**src/rtl/ifetch_queue_if.sv**
```systemverilog
// ifetch_queue_if: fetch-side and decode-side signals of the instruction-fetch queue.
// master = the fetch queue itself, slave = the surrounding memory / decode environment.
interface ifetch_queue_if;
  logic        imem_req;
  logic [31:0] imem_addr;
  logic [31:0] imem_rdata;
  logic        redirect;
  logic [31:0] redirect_pc;
  logic        id_valid;
  logic        id_ready;
  logic [31:0] id_instr;
  logic [31:0] id_pc;

  modport master (
    output imem_req, imem_addr, id_valid, id_instr, id_pc,
    input  imem_rdata, redirect, redirect_pc, id_ready
  );

  modport slave (
    input  imem_req, imem_addr, id_valid, id_instr, id_pc,
    output imem_rdata, redirect, redirect_pc, id_ready
  );
endinterface

```
**src/rtl/ifetch_queue.sv**
```systemverilog
// ifetch_queue: instruction-fetch front end feeding the IF/ID register.
// Issues word fetches, buffers {instr, pc} in a DEPTH-entry FIFO and hands one
// entry per cycle to decode. A redirect flushes the FIFO and drops the in-flight fetch.
// Optional feature macro: IFQ_STATS_EN adds flush_count / bubble_count outputs.
module ifetch_queue #(
  parameter int unsigned DEPTH    = 4,
  parameter logic [31:0] RESET_PC = 32'h0000_0000,
  parameter logic [31:0] NOOP     = 32'h0000_0000
) (
  input  logic           clock,
  input  logic           reset,
  ifetch_queue_if.master bus
`ifdef IFQ_STATS_EN
  ,
  output logic [15:0]    flush_count,
  output logic [15:0]    bubble_count
`endif
);

  localparam int unsigned PW = (DEPTH > 1) ? $clog2(DEPTH) : 1;
  localparam int unsigned CW = PW + 1;
  localparam int unsigned OW = CW + 1;
  localparam logic [OW-1:0] DEPTH_O = OW'(DEPTH);

  typedef enum logic [0:0] {
    ST_BOOT = 1'b0,
    ST_RUN  = 1'b1
  } state_t;

  state_t          state_r, state_s;
  logic [31:0]     fetch_pc_r, fetch_pc_s;
  logic            inflight_r, inflight_s;
  logic [31:0]     inflight_pc_r, inflight_pc_s;
  logic [CW-1:0]   count_r, count_s;
  logic [PW-1:0]   rd_ptr_r, rd_ptr_s;
  logic [PW-1:0]   wr_ptr_r, wr_ptr_s;
  logic [31:0]     mem_instr_r [DEPTH];
  logic [31:0]     mem_pc_r    [DEPTH];

  logic [OW-1:0]   occupancy_s;
  logic            issue_s;
  logic            push_s;
  logic            pop_s;
  logic            id_valid_s;
  logic [31:0]     id_instr_s;
  logic [31:0]     id_pc_s;

  assign id_valid_s = (count_r != {CW{1'b0}});

  // Control: FSM next state, issue decision (credit = queued + in-flight), push/pop qualification
  always_comb begin
    occupancy_s = {1'b0, count_r} + {{CW{1'b0}}, inflight_r};
    state_s     = state_r;
    issue_s     = 1'b0;
    push_s      = 1'b0;
    pop_s       = 1'b0;
    case (state_r)
      ST_BOOT: begin
        state_s = ST_RUN;
        issue_s = 1'b0;
      end
      ST_RUN: begin
        state_s = ST_RUN;
        if (!bus.redirect && (occupancy_s < DEPTH_O)) begin
          issue_s = 1'b1;
        end else begin
          issue_s = 1'b0;
        end
      end
      default: begin
        state_s = ST_BOOT;
        issue_s = 1'b0;
      end
    endcase
    if (bus.redirect) begin
      push_s = 1'b0;
      pop_s  = 1'b0;
    end else begin
      push_s = inflight_r;
      pop_s  = id_valid_s && bus.id_ready;
    end
  end

  // Datapath next state: redirect flush, FIFO occupancy/pointers, fetch PC and in-flight tracking
  always_comb begin
    count_s       = count_r;
    rd_ptr_s      = rd_ptr_r;
    wr_ptr_s      = wr_ptr_r;
    fetch_pc_s    = fetch_pc_r;
    inflight_s    = inflight_r;
    inflight_pc_s = inflight_pc_r;
    if (bus.redirect) begin
      count_s       = {CW{1'b0}};
      rd_ptr_s      = {PW{1'b0}};
      wr_ptr_s      = {PW{1'b0}};
      fetch_pc_s    = bus.redirect_pc & 32'hFFFF_FFFC;
      inflight_s    = 1'b0;
      inflight_pc_s = inflight_pc_r;
    end else begin
      case ({push_s, pop_s})
        2'b10:   count_s = count_r + CW'(1);
        2'b01:   count_s = count_r - CW'(1);
        default: count_s = count_r;
      endcase
      if (push_s) begin
        wr_ptr_s = wr_ptr_r + PW'(1);
      end else begin
        wr_ptr_s = wr_ptr_r;
      end
      if (pop_s) begin
        rd_ptr_s = rd_ptr_r + PW'(1);
      end else begin
        rd_ptr_s = rd_ptr_r;
      end
      if (issue_s) begin
        fetch_pc_s    = fetch_pc_r + 32'd4;
        inflight_s    = 1'b1;
        inflight_pc_s = fetch_pc_r;
      end else begin
        fetch_pc_s    = fetch_pc_r;
        inflight_s    = 1'b0;
        inflight_pc_s = inflight_pc_r;
      end
    end
  end

  // State registers with asynchronous reset
  always_ff @(posedge clock or posedge reset) begin
    if (reset) begin
      state_r       <= ST_BOOT;
      fetch_pc_r    <= RESET_PC;
      inflight_r    <= 1'b0;
      inflight_pc_r <= 32'h0000_0000;
      count_r       <= {CW{1'b0}};
      rd_ptr_r      <= {PW{1'b0}};
      wr_ptr_r      <= {PW{1'b0}};
    end else begin
      state_r       <= state_s;
      fetch_pc_r    <= fetch_pc_s;
      inflight_r    <= inflight_s;
      inflight_pc_r <= inflight_pc_s;
      count_r       <= count_s;
      rd_ptr_r      <= rd_ptr_s;
      wr_ptr_r      <= wr_ptr_s;
    end
  end

  // FIFO storage: capture the returning word with the PC it was fetched from
  always_ff @(posedge clock) begin
    if (push_s) begin
      mem_instr_r[wr_ptr_r] <= bus.imem_rdata;
      mem_pc_r[wr_ptr_r]    <= inflight_pc_r;
    end
  end

  // Head presentation: NOOP and PC 0 while empty so decode sees a benign bubble
  always_comb begin
    id_instr_s = NOOP;
    id_pc_s    = 32'h0000_0000;
    if (id_valid_s) begin
      id_instr_s = mem_instr_r[rd_ptr_r];
      id_pc_s    = mem_pc_r[rd_ptr_r];
    end else begin
      id_instr_s = NOOP;
      id_pc_s    = 32'h0000_0000;
    end
  end

  assign bus.imem_req  = issue_s;
  assign bus.imem_addr = fetch_pc_r;
  assign bus.id_valid  = id_valid_s;
  assign bus.id_instr  = id_instr_s;
  assign bus.id_pc     = id_pc_s;

`ifdef IFQ_STATS_EN
  logic [15:0] flush_count_r;
  logic [15:0] bubble_count_r;

  // Saturating counters of redirect cycles and decode-starved RUN cycles
  always_ff @(posedge clock or posedge reset) begin
    if (reset) begin
      flush_count_r  <= 16'h0000;
      bubble_count_r <= 16'h0000;
    end else begin
      if (bus.redirect && (flush_count_r != 16'hFFFF)) begin
        flush_count_r <= flush_count_r + 16'd1;
      end
      if ((state_r == ST_RUN) && !id_valid_s && bus.id_ready &&
          (bubble_count_r != 16'hFFFF)) begin
        bubble_count_r <= bubble_count_r + 16'd1;
      end
    end
  end

  assign flush_count  = flush_count_r;
  assign bubble_count = bubble_count_r;
`endif

endmodule

```
**src/flat_wrapper.sv**
```systemverilog
// flat-port wrapper written by rule: the top's interface ports become plain ports
module ifetch_queue_flat 
#(
  parameter int unsigned DEPTH    = 4,
  parameter logic [31:0] RESET_PC = 32'h0000_0000,
  parameter logic [31:0] NOOP     = 32'h0000_0000
)
  (clock, reset, bus_imem_req, bus_imem_addr, bus_id_valid, bus_id_instr, bus_id_pc, bus_imem_rdata, bus_redirect, bus_redirect_pc, bus_id_ready);
  ifetch_queue_if bus_i ();
  input  logic clock;
  input  logic reset;
  output wire logic [$bits(bus_i.imem_req)-1:0] bus_imem_req;
  output wire logic [$bits(bus_i.imem_addr)-1:0] bus_imem_addr;
  output wire logic [$bits(bus_i.id_valid)-1:0] bus_id_valid;
  output wire logic [$bits(bus_i.id_instr)-1:0] bus_id_instr;
  output wire logic [$bits(bus_i.id_pc)-1:0] bus_id_pc;
  input wire logic [$bits(bus_i.imem_rdata)-1:0] bus_imem_rdata;
  input wire logic [$bits(bus_i.redirect)-1:0] bus_redirect;
  input wire logic [$bits(bus_i.redirect_pc)-1:0] bus_redirect_pc;
  input wire logic [$bits(bus_i.id_ready)-1:0] bus_id_ready;
  assign bus_imem_req = bus_i.imem_req;
  assign bus_imem_addr = bus_i.imem_addr;
  assign bus_id_valid = bus_i.id_valid;
  assign bus_id_instr = bus_i.id_instr;
  assign bus_id_pc = bus_i.id_pc;
  assign bus_i.imem_rdata = bus_imem_rdata;
  assign bus_i.redirect = bus_redirect;
  assign bus_i.redirect_pc = bus_redirect_pc;
  assign bus_i.id_ready = bus_id_ready;
  ifetch_queue #(.DEPTH(DEPTH), .RESET_PC(RESET_PC), .NOOP(NOOP)) u_core (.clock(clock), .reset(reset), .bus(bus_i));
endmodule
```
**config.mk**
```make
export PLATFORM = sky130hd
export DESIGN_NAME = ifetch_queue_flat
export DESIGN_NICKNAME = d
export VERILOG_FILES = /design/src/rtl/ifetch_queue_if.sv /design/src/rtl/ifetch_queue.sv /design/src/flat_wrapper.sv
export SDC_FILE = /design/constraint.sdc
export NUM_CORES = 1
export LEC_CHECK = 0
export ABC_AREA = 0
export BUFFER_PORTS_ARGS = -buffer_cell sky130_fd_sc_hd__buf_2
export CAP_MARGIN = 20
export CELL_PAD_IN_SITES_DETAIL_PLACEMENT = 1
export CELL_PAD_IN_SITES_GLOBAL_PLACEMENT = 2
export CORE_ASPECT_RATIO = 1.5
export CORE_MARGIN = 4
export CORE_UTILIZATION = 42
export DETAILED_ROUTE_END_ITERATION = 7
export GPL_TIMING_DRIVEN = 0
export PLACE_DENSITY = 0.81
export SLEW_MARGIN = 5
export SYNTH_ARGS = -nofsm -noshare
export SYNTH_HDL_FRONTEND = slang
export SYNTH_SLANG_ARGS = --single-unit
```
**constraint.sdc**
```tcl
create_clock -name clock -period 3.5 [get_ports clock]
set_clock_uncertainty 0.2 [all_clocks]
set_input_delay 0.175 -clock clock [delete_from_list [all_inputs] [get_ports clock]]
set_output_delay 0.175 -clock clock [all_outputs]
set_load 0.005 [all_outputs]
```
==> out/metrics.yaml, run 1 <==
status:
  outcome: "completed"
clocking:
  cts_root_buf: "clkbuf_16"
  cts_buffers: 29
  path_clk_slew_ns: 0.07
  clock_path_buffers: 3
  insertion_delay_ns: 0.56
  post-cts-setup-buffers: 0
  htreeDepth: 1
  cts_tree: "done"
  clock_sinks: 317
power_and_ir_drop:
  power.density_nw_per_um2: 671
  swShare_pct: 28.3
  combinationalPowerShare_pct: 24.2
  internal-power_uw: 7660
  seq_power_share_pct: 45.4
  irDropWorstVdd_uv: 302
  clockPowerShare_pct: 30.4
  finalPower_uw: 10700
  power.switching_uw: 3020
  leakagePower_uw: 0.00597
critical_path:
  crit_fanout: 10
  criticalPathCategory: "flip-flop to output port"
  cp_data_arrival_time_ns: 2.83
  required_ns: 3.12
  end_kind: "output port"
  cp-start-kind: "flip-flop"
sta:
  relSlewSlack_pct: 50.9
  drv_slew: 0
  fin_crit_sh_pct: 91.5
  max_freq_mhz: 312
  hold_viol: 0
  holdWs_ns: 0.167
  setup_viol: 0
  finalCriticalPeriod_ns: 3.20
  rsz0062_at_grt: "no"
  tightest_slew_ns: 0.737
floorplanning:
  coreArea_um2: 30200
  die-height_um: 222
  start_util_pct: 42.4
  die_x_um: 150
  ios: 166
  row_count: 78
  fp.dieArea_um2: 33300
drt:
  postRouteAntennaNets: 0
  viasPerCell: 5.19
  drtPass1Iterations: 4
  initialDrtViolationCount: 430
  wl_um: 31100
  route.detailed.drc: 0
  routedWlPerCell_um: 21.2
  vias: 7607
placed_design:
  place_congestion: 0.807
  place_hpwl_um: 20500
  placed_area_um2: 14200
  port_buffers: 159
global_routing:
  grt_pass1_vias: 8450
  grt_max_degree: 61
  grt.overflow.total: 0
  antenna_found_initial: 0
  track_usage_pct: 19.0
  grt_pass1_wl_um: 48600
yosys:
  yosysSeqAreaShare_pct: 71.8
  synth_flop_cell: "edfxtp_1"
  synthCells: 776
  synth_edf_count: 248
  syn_avg_cell_area_um2: 16.5
  ys_seq_elements: 317
  ys_types: 49
  synthArstFlopShare_pct: 21.8
  yosys_warnings: 0
  synth_area_um2: 12800
final_layout:
  antenna_cells: 0
  area_delta_synth_final_pct: 24.5
  layout.nets: 1117
  final_common_cell: "edfxtp_1"
  nFillCells: 2914
  layout_common_cells: "edfxtp_1 (248), buf_2 (168), nand2_1 (121)"
  drive_gt1_share_pct: 28.3
  finalInstanceArea_um2: 15900
job:
  drv_cap: 0
worst_hold_path:
  min_path_type: "input pin to flip-flop"
[power by group through the flow]
stage / combinational [uW] / sequential [uW] / clock (uW)
after global placement: 2550 / 4900 / 0
after floorplan: 1540 / 4820 / 0
after CTS: 2670 / 4850 / 3330
after detailed placement: 2590 / 4920 / 0
after global routing: 2880 / 4900 / 3490
final: 2580 / 4850 / 3250
[Yosys cell counts, types with 3 or more instances]
library cell / instances / share of area, %
edfxtp_1: 248 / 58
nand2_1: 121 / 3.6
dfrtp_1: 69 / 14
and2_1: 68 / 3.3
mux4_2: 62 / 11
clkbuf_1: 24 / 0.71
nand3_1: 22 / 0.86
o21ai_0: 18 / 0.71
nor2_1: 15 / 0.44
o211ai_1: 13 / 0.76
buf_2: 9 / 0.35
inv_1: 8 / 0.24
nand4_1: 8 / 0.39
a221o_1: 7 / 0.55
a21oi_1: 6 / 0.24
nor3_1: 6 / 0.24
ha_1: 5 / 0.49
o311ai_0: 5 / 0.34
and3_1: 4 / 0.20
buf_1: 4 / 0.12
buf_4: 4 / 0.24
or4_1: 4 / 0.24
xor2_1: 4 / 0.27
a22oi_1: 3 / 0.18
mux2i_1: 3 / 0.24
nor3b_1: 3 / 0.18
nor4_1: 3 / 0.15
xnor2_1: 3 / 0.21
[routing by layer]
metal / GRT usage [%] / wire (um) / up-vias
li1: - / - / 3476
met4: 6.50 / 891 / 0
met5: 0 / 0 / -
met2: 35.1 / 17000 / 188
met1: 22.5 / 12000 / 3890
met3: 2.60 / 1220 / 53
[worst paths after layout]
check | from | to | slack (ns) | cells past startpoint
max | u_core.rd_ptr_r[0] | bus_id_pc[15] | 0.30 | 5
min | bus_redirect_pc[17] | u_core.bus.imem_addr[17] | 0.17 | 4
max reg2reg | u_core.inflight_r | u_core.bus.imem_addr[23] | 0.66 | 8
min reg2reg | u_core.inflight_pc_r[23] | u_core.mem_pc_r[0][23] | 0.32 | 0
max in group asynchronous | reset | u_core.inflight_pc_r[13] | 2.08 | 5
min in group asynchronous | reset | u_core.rd_ptr_r[1] | 0.46 | 4
[metrics by stage]
stage	cells	TNS (ns)	utilization, %	worst slack [ns]
6_report	1465	0	52.7	0.297
5_1_grt	1465	0	52.7	0.0172
3_3_place_gp	1338	-206.46	46.7	-0.864
4_1_cts	1465	0	52.7	0.149
3_5_place_dp	1343	0	47.2	0.666
2_1_floorplan	779	0	-	0.713
[sequential cells by signal, summed over array words and instances (netlist names)]
signal and count:
u_core.mem_instr_r 128, u_core.rd_ptr_r 2, u_core.mem_pc_r 120, u_core.inflight_pc_r 30, u_core.bus.imem_addr 30, u_core.inflight_r 1, u_core.state_r 1, u_core.count_r 3
u_core.wr_ptr_r 2
[worst max-delay path, cell delays in order (launching register included)]
cell	delay (ns)
dfrtp_1	0.32
clkbuf_1	0.53
buf_2	0.54
mux4_2	0.58
and2_1	0.17
buf_2	0.12
[kinds of logic after synthesis]
family | count (synthesis) | synth area share [%]
multiplexers | 65 | 11.2
AND/OR/NAND/NOR | 266 | 10.7
XOR/XNOR | 7 | 0.480
adder cells (fa/ha/maj) | 6 | 0.646
flip-flops | 317 | 71.8
AO/OA/AOI/OAI | 61 | 3.36
buffers and inverters | 52 | 1.78
other | 2 | 0.0588
[cell type report]
type / count / area, um2 / share of cell area [%]
Tap cell: 400 / 500 / 3.15
Multi-Input combinational cell: 410 / 3400 / 21.4
Buffer: 43 / 194 / 1.22
Timing Repair Buffer: 233 / 1620 / 10.2
Clock inverter: 16 / 193 / 1.21
Clock buffer: 37 / 786 / 4.94
Inverter: 9 / 36.3 / 0.228
Sequential cell: 317 / 9170 / 57.7
[timing repair]
action                                 4_1_cts  5_1_grt
gates resized for setup                      0        0
endpoints found under the hold margin      230        0
hold buffers                                69        0
Power figures use the tool's default switching activity.
==> run 2: changes to the inputs <==
--- a/config.mk
+++ b/config.mk
@@ -15,7 +15,7 @@
 export CORE_UTILIZATION = 42
 export DETAILED_ROUTE_END_ITERATION = 7
 export GPL_TIMING_DRIVEN = 0
-export PLACE_DENSITY = 0.81
+export PLACE_DENSITY = 0.87
 export SLEW_MARGIN = 5
 export SYNTH_ARGS = -nofsm -noshare
 export SYNTH_HDL_FRONTEND = slang
==> out/metrics.yaml, run 2 (same netlist as run 1, synthesis figures left out) <==
critical_path:
  criticalPathCategory: "flip-flop to output port"
  max_stage_delay_ns: 0.60  # +0.02 ns
  cp-start-kind: "flip-flop"
  cp_data_arrival_time_ns: 2.73  # -0.10 ns
  cpMaxStageDelayCell: "clkbuf_1"
  end_kind: "output port"
  reg2reg_depth: 8  # unchanged
  required_ns: 3.12  # about the same
  crit_top_cell: "clkbuf_1"
  cp_cell_sequence: "clkbuf_1, clkbuf_1, mux4_2, and2_1, buf_2"
  crit_fanout: 10  # unchanged
sta:
  relSlewSlack_pct: 39.3  # -12 points
  rsz0062_at_grt: "no"
  fin_crit_sh_pct: 88.6  # -2.9 points
  hold_viol: 0  # unchanged
  drv_slew: 0  # unchanged
  max_freq_mhz: 323  # +3.3%
  tightest_slew_ns: 0.911  # +0.175 ns
  setup_viol: 0  # unchanged
  finalCriticalPeriod_ns: 3.10  # -0.102 ns
clocking:
  path_clk_slew_ns: 0.07  # about the same
  htreeDepth: 1  # unchanged
  cts_tree: "done"
  cts_buffers: 29  # unchanged
  post-cts-setup-buffers: 0  # unchanged
  clock_path_buffers: 3  # unchanged
  clock_sinks: 317  # unchanged
  cts_root_buf: "clkbuf_16"
  insertion_delay_ns: 0.56  # about the same
floorplanning:
  die-height_um: 222  # unchanged
  coreArea_um2: 30200  # unchanged
  row_count: 78  # unchanged
  fp.dieArea_um2: 33300  # unchanged
  die_x_um: 150  # unchanged
  start_util_pct: 42.4  # unchanged
  ios: 166  # unchanged
power_and_ir_drop:
  irDropWorstVdd_uv: 349  # +15%
  leakagePower_uw: 0.00595  # -0.22%
  power.density_nw_per_um2: 666  # -0.81%
  finalPower_uw: 10600  # -1.0%
final_layout:
  area_delta_synth_final_pct: 24.2
  largest_reg_flops: 128  # unchanged
  final_common_cell: "edfxtp_1"
  nFillCells: 2932  # +0.62%
  drive_gt1_share_pct: 27.7  # -0.56 points
  finalInstanceArea_um2: 15900  # -0.19%
  layout.nets: 1116  # -0.090%
  reg.largest.list: "u_core.mem_instr_r x128, u_core.mem_pc_r x120"
  layout_common_cells: "edfxtp_1 (248), buf_2 (168), nand2_1 (121)"
  fin_util_pct: 52.6  # -0.10 points
  top_register: "u_core.mem_instr_r"
  antenna_cells: 0  # unchanged
global_routing:
  gr-usage-met3_pct: 2.23  # -0.37 points
  grt_pass1_wl_um: 49300  # +1.5%
  grt_pass1_vias: 8525  # +0.89%
  antenna_found_initial: 0  # unchanged
  grt_max_degree: 64  # +4.9%
  track_usage_pct: 19.1  # +0.052 points
  busiest_layer: "met2"
  grtUsageMet2_pct: 35.2  # +0.16 points
  grt_use_met1_pct: 23.4  # +0.88 points
  grt.overflow.total: 0  # unchanged
placed_design:
  place_hpwl_um: 20500  # +0.23%
  place_congestion: 0.857  # +6.3%
  placed_area_um2: 14200  # unchanged
  port_buffers: 159  # unchanged
drt:
  route.detailed.drc: 0  # unchanged
  wl_um: 30900  # -0.82%
  routedWlPerCell_um: 21.1  # -0.82%
  vias: 7638  # +0.41%
  postRouteAntennaNets: 0  # unchanged
  viasPerCell: 5.21  # +0.41%
  drtPass1Iterations: 4  # unchanged
  initialDrtViolationCount: 423  # -1.6%
worst_hold_path:
  whs_path_depth: 4  # unchanged
  min_path_type: "input pin to flip-flop"
status:
  outcome: "completed"
job:
  drv_cap: 0  # unchanged
-- run 2: cell types whose count changed in the layout (fill, tap and decap cells not counted) --
cell	before	now
clkinv_4	2	0
clkinvlp_4	3	1
inv_6	0	2
clkinv_2	5	3
clkbuf_1	29	31
clkinv_1	3	7
clkbuf_8	3	1
-- run 2: area by class of cell --
cell class | instances | area, um2 | share of cell area, %
Sequential cell | 317 | 9170 | 57.8
Multi-Input combinational cell | 410 | 3400 | 21.4
Timing Repair Buffer | 233 | 1620 | 10.2
Clock buffer | 38 | 769 | 4.85
Tap cell | 400 | 500 | 3.15
Buffer | 42 | 190 | 1.20
Clock inverter | 16 | 183 | 1.15
Inverter | 9 | 36.3 | 0.229
-- run 2: where the power goes --
| part | switching, uW | internal (uW) |
|---|---|---|
| clock network | 1300 | 1840 |
| logic | 1290 | 1250 |
| registers | 357 | 4530 |
-- run 2: path summary, 6_finish.rpt --
kind                       slack, ns                startpoint                  endpoint
setup / recovery                0.40        u_core.rd_ptr_r[1]             bus_id_pc[20]
hold / removal                  0.17       bus_redirect_pc[12]  u_core.bus.imem_addr[12]
setup reg to reg                0.61         u_core.inflight_r  u_core.bus.imem_addr[23]
hold reg to reg                 0.31  u_core.inflight_pc_r[19]    u_core.mem_pc_r[2][19]
max in group asynchronous       2.10                     reset   u_core.inflight_pc_r[8]
min in group asynchronous       0.46                     reset  u_core.inflight_pc_r[22]
-- run 2: critical path: cells and delay by family (launching register included) --
family	cells	cell delay [ns]
muxes	1	0.46
DFF	1	0.32
buffers and inverters	3	1.21
and+or+nand+nor	1	0.18
-- run 2: per-stage QoR --
| stage | hold WS (ns) | instances | setup TNS (ns) | setup WS [ns] |
|---|---|---|---|---|
| finish | 0.169 | 1465 | 0 | 0.400 |
| global route | 0.171 | 1465 | 0 | 0.220 |
| CTS | 0.133 | 1466 | 0 | 0.0710 |
| detailed placement | -0.121 | 1343 | 0 | 0.658 |
| global placement | 0.185 | 1338 | -191.64 | -0.794 |
| floorplan | 0.0739 | 779 | 0 | 0.713 |
-- run 2: what timing repair did --
item / 4_1_cts / 5_1_grt
hold endpoints to repair: 230 / 0
endpoints found under the setup margin: 0 / 1
gates resized for setup: 0 / 0
hold buffers: 69 / 0
-- run 2: per-layer routing --
metal / vias up / routed length [um]
met3: 40 / 1230
met4: 0 / 677
met2: 202 / 17100
met1: 3905 / 11900
li1: 3491 / -
met5: - / 0
